[src/rtl/maxpool_pkg.sv]
// Shared definitions for the 2x2/stride-2 max-pool window scheduler.
//   state_e      : scheduler FSM encoding (IDLE, ISSUE, WAIT, FIN)
//   out_side     : output map side for an input side
//   num_windows  : number of output windows for an input side
//   num_batches  : number of lane batches needed to cover every window
package maxpool_pkg;

  typedef enum logic [1:0] {
    IDLE  = 2'd0,
    ISSUE = 2'd1,
    WAIT  = 2'd2,
    FIN   = 2'd3
  } state_e;

  function automatic int unsigned out_side(input int unsigned ms);
    return ms / 2;
  endfunction

  function automatic int unsigned num_windows(input int unsigned ms);
    return (ms / 2) * (ms / 2);
  endfunction

  function automatic int unsigned num_batches(input int unsigned ms, input int unsigned lanes);
    return (num_windows(ms) + lanes - 1) / lanes;
  endfunction

endpackage

[src/rtl/maxpool_addr_walker.sv]
// Raster walker over the output windows of one feature map.
// Holds the (index, column, row base) of the first window of the next batch to issue and
// derives the top-left address of every window in that batch with a ripple of add/compare
// stages, one per lane, so no multiplier or divider is needed.
// Ports:
//   i_clk, i_reset : clock, asynchronous active-low reset
//   i_load         : restart at window 0 with row base i_base, advancing past the first batch
//   i_step         : advance past the batch currently presented on o_addr/o_valid
//   i_base         : address of pixel (0,0), used only with i_load
//   o_addr         : per-lane window address of the presented batch (0 for lanes with no window)
//   o_valid        : per-lane flag, lane k holds a window in the presented batch
//   o_last         : no windows remain after the most recently issued batch
module maxpool_addr_walker
  import maxpool_pkg::*;
#(
  parameter int unsigned matrix_size = 24,
  parameter int unsigned add_size    = 15,
  parameter int unsigned array_size  = 9
) (
  input  logic                           i_clk,
  input  logic                           i_reset,
  input  logic                           i_load,
  input  logic                           i_step,
  input  logic [add_size-1:0]            i_base,
  output logic [array_size*add_size-1:0] o_addr,
  output logic [array_size-1:0]          o_valid,
  output logic                           o_last
);

  localparam int unsigned OUT  = out_side(matrix_size);
  localparam int unsigned NWIN = num_windows(matrix_size);
  localparam int unsigned CW   = $clog2(OUT + 1);
  localparam int unsigned WW   = $clog2(NWIN + 2 * array_size + 1);

  localparam logic [add_size-1:0] ROW_STEP = add_size'(2 * matrix_size);
  localparam logic [CW-1:0]       COL_LAST = CW'(OUT - 1);
  localparam logic [WW-1:0]       NWIN_W   = WW'(NWIN);

  logic [WW-1:0]       r_idx;
  logic [CW-1:0]       r_col;
  logic [add_size-1:0] r_rb;

  // Running position; after the lane loop these hold the start of the following batch.
  logic [WW-1:0]       w_idx;
  logic [CW-1:0]       w_col;
  logic [add_size-1:0] w_rb;

  always_comb begin
    w_idx   = i_load ? '0 : r_idx;
    w_col   = i_load ? '0 : r_col;
    w_rb    = i_load ? i_base : r_rb;
    o_addr  = '0;
    o_valid = '0;
    for (int k = 0; k < int'(array_size); k++) begin
      o_valid[k] = (w_idx < NWIN_W);
      if (o_valid[k]) begin
        o_addr[k*add_size +: add_size] = w_rb + add_size'({w_col, 1'b0});
      end
      w_idx = w_idx + WW'(1);
      // End of an output row: jump the row base down two input rows.
      if (w_col == COL_LAST) begin
        w_col = '0;
        w_rb  = w_rb + ROW_STEP;
      end else begin
        w_col = w_col + CW'(1);
      end
    end
  end

  always_ff @(posedge i_clk or negedge i_reset) begin
    if (!i_reset) begin
      r_idx <= '0;
      r_col <= '0;
      r_rb  <= '0;
    end else if (i_load || i_step) begin
      r_idx <= w_idx;
      r_col <= w_col;
      r_rb  <= w_rb;
    end
  end

  assign o_last = (r_idx >= NWIN_W);

endmodule

[src/rtl/maxpool_window_scheduler.sv]
// Sequences a 2x2/stride-2 max-pool of one matrix_size x matrix_size map over array_size
// fill lanes: issues batches of window top-left addresses, waits for every active lane to
// report done, and pulses o_finish after the last batch.
// Ports:
//   i_clk, i_reset  : clock, asynchronous active-low reset
//   i_start         : begin a map (accepted only when idle)
//   i_abort         : synchronous abort back to idle, no finish pulse
//   i_base_addr     : address of pixel (0,0), sampled on an accepted start
//   o_lane_addr     : per-lane window address, lane i at [(i+1)*add_size-1 : i*add_size]
//   o_lane_go       : one-cycle issue pulse per active lane
//   o_lane_active   : lanes holding a window in the current batch
//   i_lane_done     : per-lane completion (pulse or level)
//   o_busy          : map in progress
//   o_finish        : one-cycle pulse after the last batch completes
module maxpool_window_scheduler
  import maxpool_pkg::*;
#(
  parameter int unsigned matrix_size = 24,
  parameter int unsigned add_size    = 15,
  parameter int unsigned array_size  = 9
) (
  input  logic                           i_clk,
  input  logic                           i_reset,
  input  logic                           i_start,
  input  logic                           i_abort,
  input  logic [add_size-1:0]            i_base_addr,
  output logic [array_size*add_size-1:0] o_lane_addr,
  output logic [array_size-1:0]          o_lane_go,
  output logic [array_size-1:0]          o_lane_active,
  input  logic [array_size-1:0]          i_lane_done,
  output logic                           o_busy,
  output logic                           o_finish
);

  state_e r_state;
  state_e w_state_next;

  logic [array_size*add_size-1:0] r_lane_addr;
  logic [array_size-1:0]          r_lane_active;
  logic [array_size-1:0]          r_done_seen;

  logic [array_size*add_size-1:0] w_walk_addr;
  logic [array_size-1:0]          w_walk_valid;
  logic                           w_last;
  logic                           w_load;
  logic                           w_step;
  logic                           w_clear;
  logic [array_size-1:0]          w_done_new;
  logic                           w_all_done;

  maxpool_addr_walker #(
    .matrix_size (matrix_size),
    .add_size    (add_size),
    .array_size  (array_size)
  ) u_walker (
    .i_clk   (i_clk),
    .i_reset (i_reset),
    .i_load  (w_load),
    .i_step  (w_step),
    .i_base  (i_base_addr),
    .o_addr  (w_walk_addr),
    .o_valid (w_walk_valid),
    .o_last  (w_last)
  );

  // Done from inactive lanes never counts.
  assign w_done_new = i_lane_done & r_lane_active;
  assign w_all_done = ((r_done_seen | w_done_new) == r_lane_active);

  always_comb begin
    w_state_next = r_state;
    w_load       = 1'b0;
    w_step       = 1'b0;
    w_clear      = 1'b0;
    case (r_state)
      IDLE: begin
        if (i_start && !i_abort) begin
          w_load       = 1'b1;
          w_state_next = ISSUE;
        end
      end
      ISSUE: begin
        if (i_abort) begin
          w_clear      = 1'b1;
          w_state_next = IDLE;
        end else begin
          w_state_next = WAIT;
        end
      end
      WAIT: begin
        if (i_abort) begin
          w_clear      = 1'b1;
          w_state_next = IDLE;
        end else if (w_all_done) begin
          if (w_last) begin
            w_clear      = 1'b1;
            w_state_next = FIN;
          end else begin
            w_step       = 1'b1;
            w_state_next = ISSUE;
          end
        end
      end
      FIN: begin
        w_state_next = IDLE;
      end
      default: begin
        w_clear      = 1'b1;
        w_state_next = IDLE;
      end
    endcase
  end

  always_ff @(posedge i_clk or negedge i_reset) begin
    if (!i_reset) begin
      r_state <= IDLE;
    end else begin
      r_state <= w_state_next;
    end
  end

  always_ff @(posedge i_clk or negedge i_reset) begin
    if (!i_reset) begin
      r_lane_addr   <= '0;
      r_lane_active <= '0;
      r_done_seen   <= '0;
    end else begin
      if (w_load || w_step) begin
        r_lane_addr   <= w_walk_addr;
        r_lane_active <= w_walk_valid;
      end else if (w_clear) begin
        r_lane_addr   <= '0;
        r_lane_active <= '0;
      end
      // Done is only sampled in WAIT so a level held over from the last batch is ignored.
      if (r_state == ISSUE) begin
        r_done_seen <= '0;
      end else if (r_state == WAIT) begin
        r_done_seen <= r_done_seen | w_done_new;
      end
    end
  end

  assign o_lane_addr   = r_lane_addr;
  assign o_lane_active = r_lane_active;
  assign o_lane_go     = (r_state == ISSUE) ? r_lane_active : '0;
  assign o_busy        = (r_state == ISSUE) || (r_state == WAIT);
  assign o_finish      = (r_state == FIN);

endmodule

[config.mk]
export PLATFORM = sky130hd
export DESIGN_NAME = maxpool_window_scheduler
export DESIGN_NICKNAME = d
export VERILOG_FILES = /design/src/rtl/maxpool_pkg.sv /design/src/rtl/maxpool_addr_walker.sv /design/src/rtl/maxpool_window_scheduler.sv
export SDC_FILE = /design/constraint.sdc
export NUM_CORES = 1
export LEC_CHECK = 0
export ABC_AREA = 1
export BUFFER_PORTS_ARGS = -buffer_cell sky130_fd_sc_hd__buf_2
export CAP_MARGIN = 20
export CORE_ASPECT_RATIO = 1.4
export CORE_MARGIN = 2
export CORE_UTILIZATION = 54
export DETAILED_ROUTE_END_ITERATION = 7
export PLACE_DENSITY = 0.88
export RECOVER_POWER = 50
export SLEW_MARGIN = 15
export SYNTH_ARGS = -nofsm -noshare
export SYNTH_HDL_FRONTEND = slang
export SYNTH_SLANG_ARGS = --single-unit
[constraint.sdc]
create_clock -name i_clk -period 5.9 [get_ports i_clk]
set_input_delay 1.18 -clock i_clk [delete_from_list [all_inputs] [get_ports i_clk]]
set_output_delay 1.18 -clock i_clk [all_outputs]
set_load 0.05 [all_outputs]
# Word-level counts from Yosys, hierarchy flattened
# Cells that the tools add are included.
[totals]
input_bits = 28
elab_cells = 132
ff_bits = 182
output_inout_bits = 155
[classes]
n_lt_le_gt_ge = 10
n_reduce_logical = 8
add_sub_neg = 36
muxes = 54
n_bitwise = 2
n_eq_ne = 15
[op_table]
columns = ["op", "count"]
rows = [
  ["$mux W15", 19],
  ["$mux W135", 2],
  ["$add A15 B5 Y15", 9],
  ["$add A15 B6 Y15 const B", 9],
  ["$add A8 B1 Y8 const B", 9],
  ["$lt A8 B8 Y1 const B", 9],
  ["$mux W9", 5],
  ["$mux W4", 10],
  ["$add A4 B1 Y4 const B", 9],
  ["$eq A4 B4 Y1 const B", 9],
  ["$mux W1", 10],
  ["$mux W2", 5],
  ["$and A9 B9 Y9", 1],
  ["$eq A9 B9 Y1", 1],
  ["$or A9 B9 Y9", 1],
  ["$ge A8 B8 Y1 const B", 1],
  ["$mux W8", 1],
  ["$pmux W2 S4", 1],
  ["$eq A2 B2 Y1 const B", 2],
  ["$reduce_bool A2 Y1", 2],
  ["$ne A3 B3 Y1 const B", 1],
  ["$eq A2 B1 Y1 const B", 1],
  ["$logic_not A2 Y1", 1],
  ["$logic_or A1 B1 Y1", 2],
  ["5 further kinds", 5],
]

# Depth between registers and ports, before layout
[logic_depth]
depth_word = 24
depth_mapped = 49

# Hierarchy
# Synthesis repeated with hierarchy kept, for this count alone.
[unflattened]
hier_cells = 2333
hier_area_um2 = 14885.5
[modules_own_cells]
columns = ["module", "cells_each", "area_each_um2", "seq_area_each_um2", "instances"]
rows = [
  ["maxpool_addr_walker", 1567, 8368.0, 675.6, 1],
  ["maxpool_window_scheduler", 766, 6517.5, 3878.7, 1],
]

# Least setup slack after synthesis
# No wires, ideal clock.
[synth_path]
kind = "input-to-reg"
start = "in i_abort"
end = "reg u_walker.r_rb[14]"
required_time_ns = 5.835
arrival_time_ns = 6.797
path_buffers = 3
slack_ns = -0.963
setup_ns = 0.065
cell_stages = 42
cell_sequence = "inv_2 -> nand3_4 -> buf_12 -> buf_8 -> buf_6 -> nand2_1 -> inv_1 -> ha_1 -> nand3b_2 -> nand2_4 -> nand3_2 -> a21oi_2 -> inv_2 -> nor2_4 -> nand2_2 -> nand2_1 -> nand2_1 -> ha_1 -> (+6 left out) -> nand2_1 -> o21ai_4 -> ha_1 -> nand2_1 -> o21ai_2 -> ha_1 -> inv_1 -> nand2_1 -> o21ai_1 -> inv_2 -> ha_1 -> nor2_1 -> nand3_1 -> inv_1 -> nand3_1 -> nand2_1 -> nand3_1 -> nand2_1"
[synth_between]
elab_chain_cells = 23
word_cells_on_any_way = 52
[synth_lines]
columns = ["item", "line", "text"]
rows = [
  ["start: declaration", "maxpool_window_scheduler.sv:25", "input logic i_abort,"],
  ["$logic_not A1 Y1", "maxpool_window_scheduler.sv:77", "if (i_start && !i_abort) begin"],
  ["$logic_and A1 B1 Y1", "maxpool_window_scheduler.sv:77", ""],
  ["$mux W1", "maxpool_window_scheduler.sv:77", ""],
  ["$mux W1", "maxpool_window_scheduler.sv:75", "case (r_state)"],
  ["$mux W15 or $mux W4 (tied branches)", "maxpool_addr_walker.sv:51, maxpool_addr_walker.sv:50", ""],
  ["$add A15 B6 Y15, or another cell as far along", "maxpool_addr_walker.sv:63", "w_rb = w_rb + ROW_STEP;"],
  ["$mux W15 or $mux W4 (tied branches)", "maxpool_addr_walker.sv:61", "if (w_col == COL_LAST) begin"],
  ["$add A15 B6 Y15, or another cell as far along", "maxpool_addr_walker.sv:63", ""],
  ["(+7 left out)", "--", ""],
  ["$add A15 B6 Y15, or another cell as far along", "maxpool_addr_walker.sv:63", ""],
  ["$mux W15 or $mux W4 (tied branches)", "maxpool_addr_walker.sv:61", ""],
  ["$add A15 B6 Y15, or another cell as far along", "maxpool_addr_walker.sv:63", ""],
  ["$mux W15 or $mux W4 (tied branches)", "maxpool_addr_walker.sv:61", ""],
  ["$add A15 B6 Y15, or another cell as far along", "maxpool_addr_walker.sv:63", ""],
  ["$mux W15 or $mux W4 (tied branches)", "maxpool_addr_walker.sv:61", ""],
  ["$add A15 B6 Y15 or $eq A4 B4 Y1 (tied branches)", "maxpool_addr_walker.sv:63, maxpool_addr_walker.sv:61", ""],
  ["$mux W15", "maxpool_addr_walker.sv:61", ""],
  ["end signal: assignment", "maxpool_addr_walker.sv:78", "r_rb <= w_rb;"],
  ["end: declaration", "maxpool_addr_walker.sv:41", "logic [add_size-1:0] r_rb;"],
]
# Parallel ways exist; a longest one is shown, timed or not.
# A chain may end at the register's enable or synchronous reset.

# Worst setup path after layout
[layout_path]
start = "in i_abort"
end = "reg u_walker.r_rb[10]"
# Same word-level chain as after synthesis.

==> results by group <==
Placed design
  • Worst slack at placement: -0.2715 ns
  • Inst Count DP: about 2,700
  • Routability-driven placement congestion ratio: ~0.96
  • Half-perimeter wire length of the detailed placement result: ~35,000 microns
  • Count of buffers from port buffering: about 180

Critical path
  • Critical path's largest stage delay: between 0.3 and 0.4 ns
  • Critical path data required time: 6.22 ns
  • CP endpoint kind: flip-flop
  • Kind of critical path: in2reg
  • Critical path's slowest cell: sky130_fd_sc_hd__o211ai_1
  • CP arrival: 6.02 ns
  • Startpoint kind of the worst setup timing path: primary input
  • Highest fanout seen on the critical path: 6
  • Most used cell, CP: sky130_fd_sc_hd__nand2_2

Floorplanning
  • Placement Rows: 69
  • Height of the die: 194.2 microns
  • Horizontal die dimension: roughly 140 microns
  • Core region area: around 25,000 sq um
  • Starting density of the core: between 50 and 60%
  • Number of top-level design ports: 183
  • Die Footprint: between 20,000 and 30,000 sq um

Flow run
  • Max-cap check violation count: 1

Detailed routing
  • Count of unresolved DRC violations after routing: 2
  • Post-Route WL: about 45,000 microns
  • Post-route ant nets: 0
  • Number of iterations in the first detailed-routing pass: 8
  • Violation count after the first detailed-routing iteration: between 1,000 and 1,500
  • WL/cell: 16.76 microns
  • Total vias in the final route: between 15,000 and 20,000
  • Per-cell via count in the routed design: about 5.6

Synth
  • Number of register bits inferred by synthesis: between 150 and 200
  • Number of enable flip-flop cells after synthesis: 0
  • Cells after Synth: about 2,000
  • Sequential area share after synthesis: between 30% and 40%
  • Mapped Avg Cell Area: ~7.1 sq um
  • Combined area of all synthesized cells: about 14,000 sq um
  • Count of different cell masters after synthesis: 57
  • Flip-flop cell with the highest count after synthesis: sky130_fd_sc_hd__dfrtp_1
  • Proportion of register bits with asynchronous set or reset after synthesis: between 90% and 100%
  • Total number of yosys warnings: 0
  • Post-synth net total: between 2,000 and 2,500

Clock network
  • Number of buffers added to fix hold violations after cts: 0
  • Count of H-tree levels built during CTS: 4
  • Total CTS buffers: 17
  • Root buf cell: sky130_fd_sc_hd__clkbuf_16
  • Number of sinks on the clock net: ~180
  • Worst skew pair latency: between 0.4 and 0.5 ns
  • Clock buffer depth: 2
  • CTS tree: built
  • Clock slew at reported path FFs: ~0.07 ns

Finish
  • Most common cell after layout, fill and taps aside: sky130_fd_sc_hd__nand2_1
  • Diode count: 0
  • Share of layout cells above drive strength 1: about 31%
  • Utilization of the core after routing: 71.03%
  • Commonest non-fill, non-tap cells in the layout: 522 x sky130_fd_sc_hd__nand2_1, 230 x sky130_fd_sc_hd__buf_4, 213 x sky130_fd_sc_hd__inv_1, 182 x sky130_fd_sc_hd__dfrtp_1, 180 x sky130_fd_sc_hd__buf_2
  • Post-synthesis to final-layout area growth: 29.25%
  • Number of nets at the end of the flow: 2,449
  • Layout Cells excl Fill: about 2,700

Timing
  • Final-layout worst hold slack: between 0.4 and 0.5 ns
  • RSZ-0062 raised after global routing: true
  • Final-report setup violation count: 0
  • Final Max Slew Viols: 86
  • Top achievable clock speed: between 0.15 and 0.2 GHz
  • Worst setup slack after layout: 0.2054 ns
  • Max_slew headroom: -206.7%
  • Number of hold violations in the final report: 0
  • Clock skew: 0.01342 ns
  • Slew at the pin with the worst max-slew slack: between 4 and 5 ns
  • Min Tclk post-route: ~5.7 ns
  • Final worst-path cycle share: 96.52%

GRT
  • Maximum number of pins on one net before global-route repair: ~110
  • Wire length of the first global-routing pass: just over 70,000 microns
  • GR Util All Layers: 32.55%
  • Via count of the first global-routing pass: between 10,000 and 15,000
  • GR Overflow Total: 0
  • Antenna violations before repair: 0

Run status
  • Violations in the final reports: design-rule violations, max-capacitance violations, max-slew violations
  • Run status: complete, but fails checks

Min path
  • Class of the worst hold path: reg2reg
worst paths after layout:
path                       cells after the start                 to       startpoint  slack (ns)
setup / recovery                              39  u_walker.r_rb[10]          i_abort        0.21
hold / removal                                 2    o_lane_addr[43]  o_lane_addr[43]        0.48
setup reg to reg                              39  u_walker.r_rb[10]       r_state[1]        0.28
hold reg to reg                                2    o_lane_addr[43]  o_lane_addr[43]        0.48
max in group asynchronous                      1    o_lane_addr[87]          i_reset        0.94
min in group asynchronous                      1     r_done_seen[5]          i_reset        2.34
state kept, by name, indices dropped and copies added, names as in the netlist:
register / count
o_lane_active: 9
o_lane_addr: 135
r_done_seen: 9
r_state: 2
u_walker.r_col: 4
u_walker.r_idx: 8
u_walker.r_rb: 15
Yosys cell counts, types with 13 or more instances:
cell type                    n  area [sq um]
sky130_fd_sc_hd__nand2_1   545          2046
sky130_fd_sc_hd__inv_1     219         822.0
sky130_fd_sc_hd__dfrtp_1   182          4554
sky130_fd_sc_hd__nor2_1    154         578.1
sky130_fd_sc_hd__o21ai_0   146         730.7
sky130_fd_sc_hd__nand3_1   133         665.6
sky130_fd_sc_hd__nand2_2    62         387.9
sky130_fd_sc_hd__a21oi_1    58         290.3
sky130_fd_sc_hd__inv_2      44         165.2
sky130_fd_sc_hd__ha_1       43         538.0
sky130_fd_sc_hd__o21ai_1    34         170.2
sky130_fd_sc_hd__a32o_1     30         300.3
sky130_fd_sc_hd__xor2_1     29         254.0
sky130_fd_sc_hd__clkbuf_1   24         90.09
sky130_fd_sc_hd__nor2_2     22         137.6
sky130_fd_sc_hd__nor3_1     22         110.1
sky130_fd_sc_hd__nor2_4     21         236.5
sky130_fd_sc_hd__nand3_2    20         200.2
sky130_fd_sc_hd__nand4_1    18         112.6
sky130_fd_sc_hd__xnor2_1    18         157.7
sky130_fd_sc_hd__nand2_4    15         168.9
sky130_fd_sc_hd__o22ai_1    13         81.33
sky130_fd_sc_hd__o31ai_1    13         97.59
metal layers:
metal | vias up | GRT usage [%] | wire length (microns)
met1 | 7053 | 37.18 | 16850
met5 | - | 0 | 0
met3 | 188 | 4.223 | 2593
met2 | 637 | 57.22 | 22930
met4 | 0 | 20.33 | 2975
li1 | 7194 | - | -
kinds of logic (layout without fill, tap and decap cells):
family | after synthesis | in the layout | synth area share (%)
buffers and inverters | 303 | 728 | 8.522
xor gates and xnor gates | 60 | 60 | 4.629
DFF | 182 | 182 | 32.65
muxes | 2 | 2 | 0.1435
AOI/OAI and AO/OA | 326 | 326 | 13.92
and+or+nand+nor | 1040 | 1040 | 35.56
adders and majority gates | 48 | 48 | 4.575
through the flow:
step	TNS, ns	cell area [sq um]
after detailed placement	-3.442	17160
final	0	18030
after CTS	0	17730
after global placement	-0.8716	17150
after global routing	-0.4457	18030
after floorplan	-1.927	14230
critical path, delay by kind of cell:
family,cells,cell delay [ns]
compound gates,4,0.61
xor+xnor,1,0.17
buf+inv,8,0.84
simple gates,20,1.86
fa+ha+maj,6,1.31
what timing repair did:
item                       in CTS  in global routing
setup buffers                   0                 10
resized for setup               0                 48
setup endpoints to repair       0                 30
cell type report:
cell class                      count  area, sq um
Multi-Input combinational cell   1476         8602
Fill cell                        1980         7353
Sequential cell                   182         4554
Timing Repair Buffer              422         2839
Inverter                          274         1061
Clock buffer                       20        456.7
Tap cell                          319        399.1
Clock inverter                     12        116.4
Power is left out: the tool's default activity adds up to more than one toggle a clock period on the data nets, which glitch-free logic cannot reach.
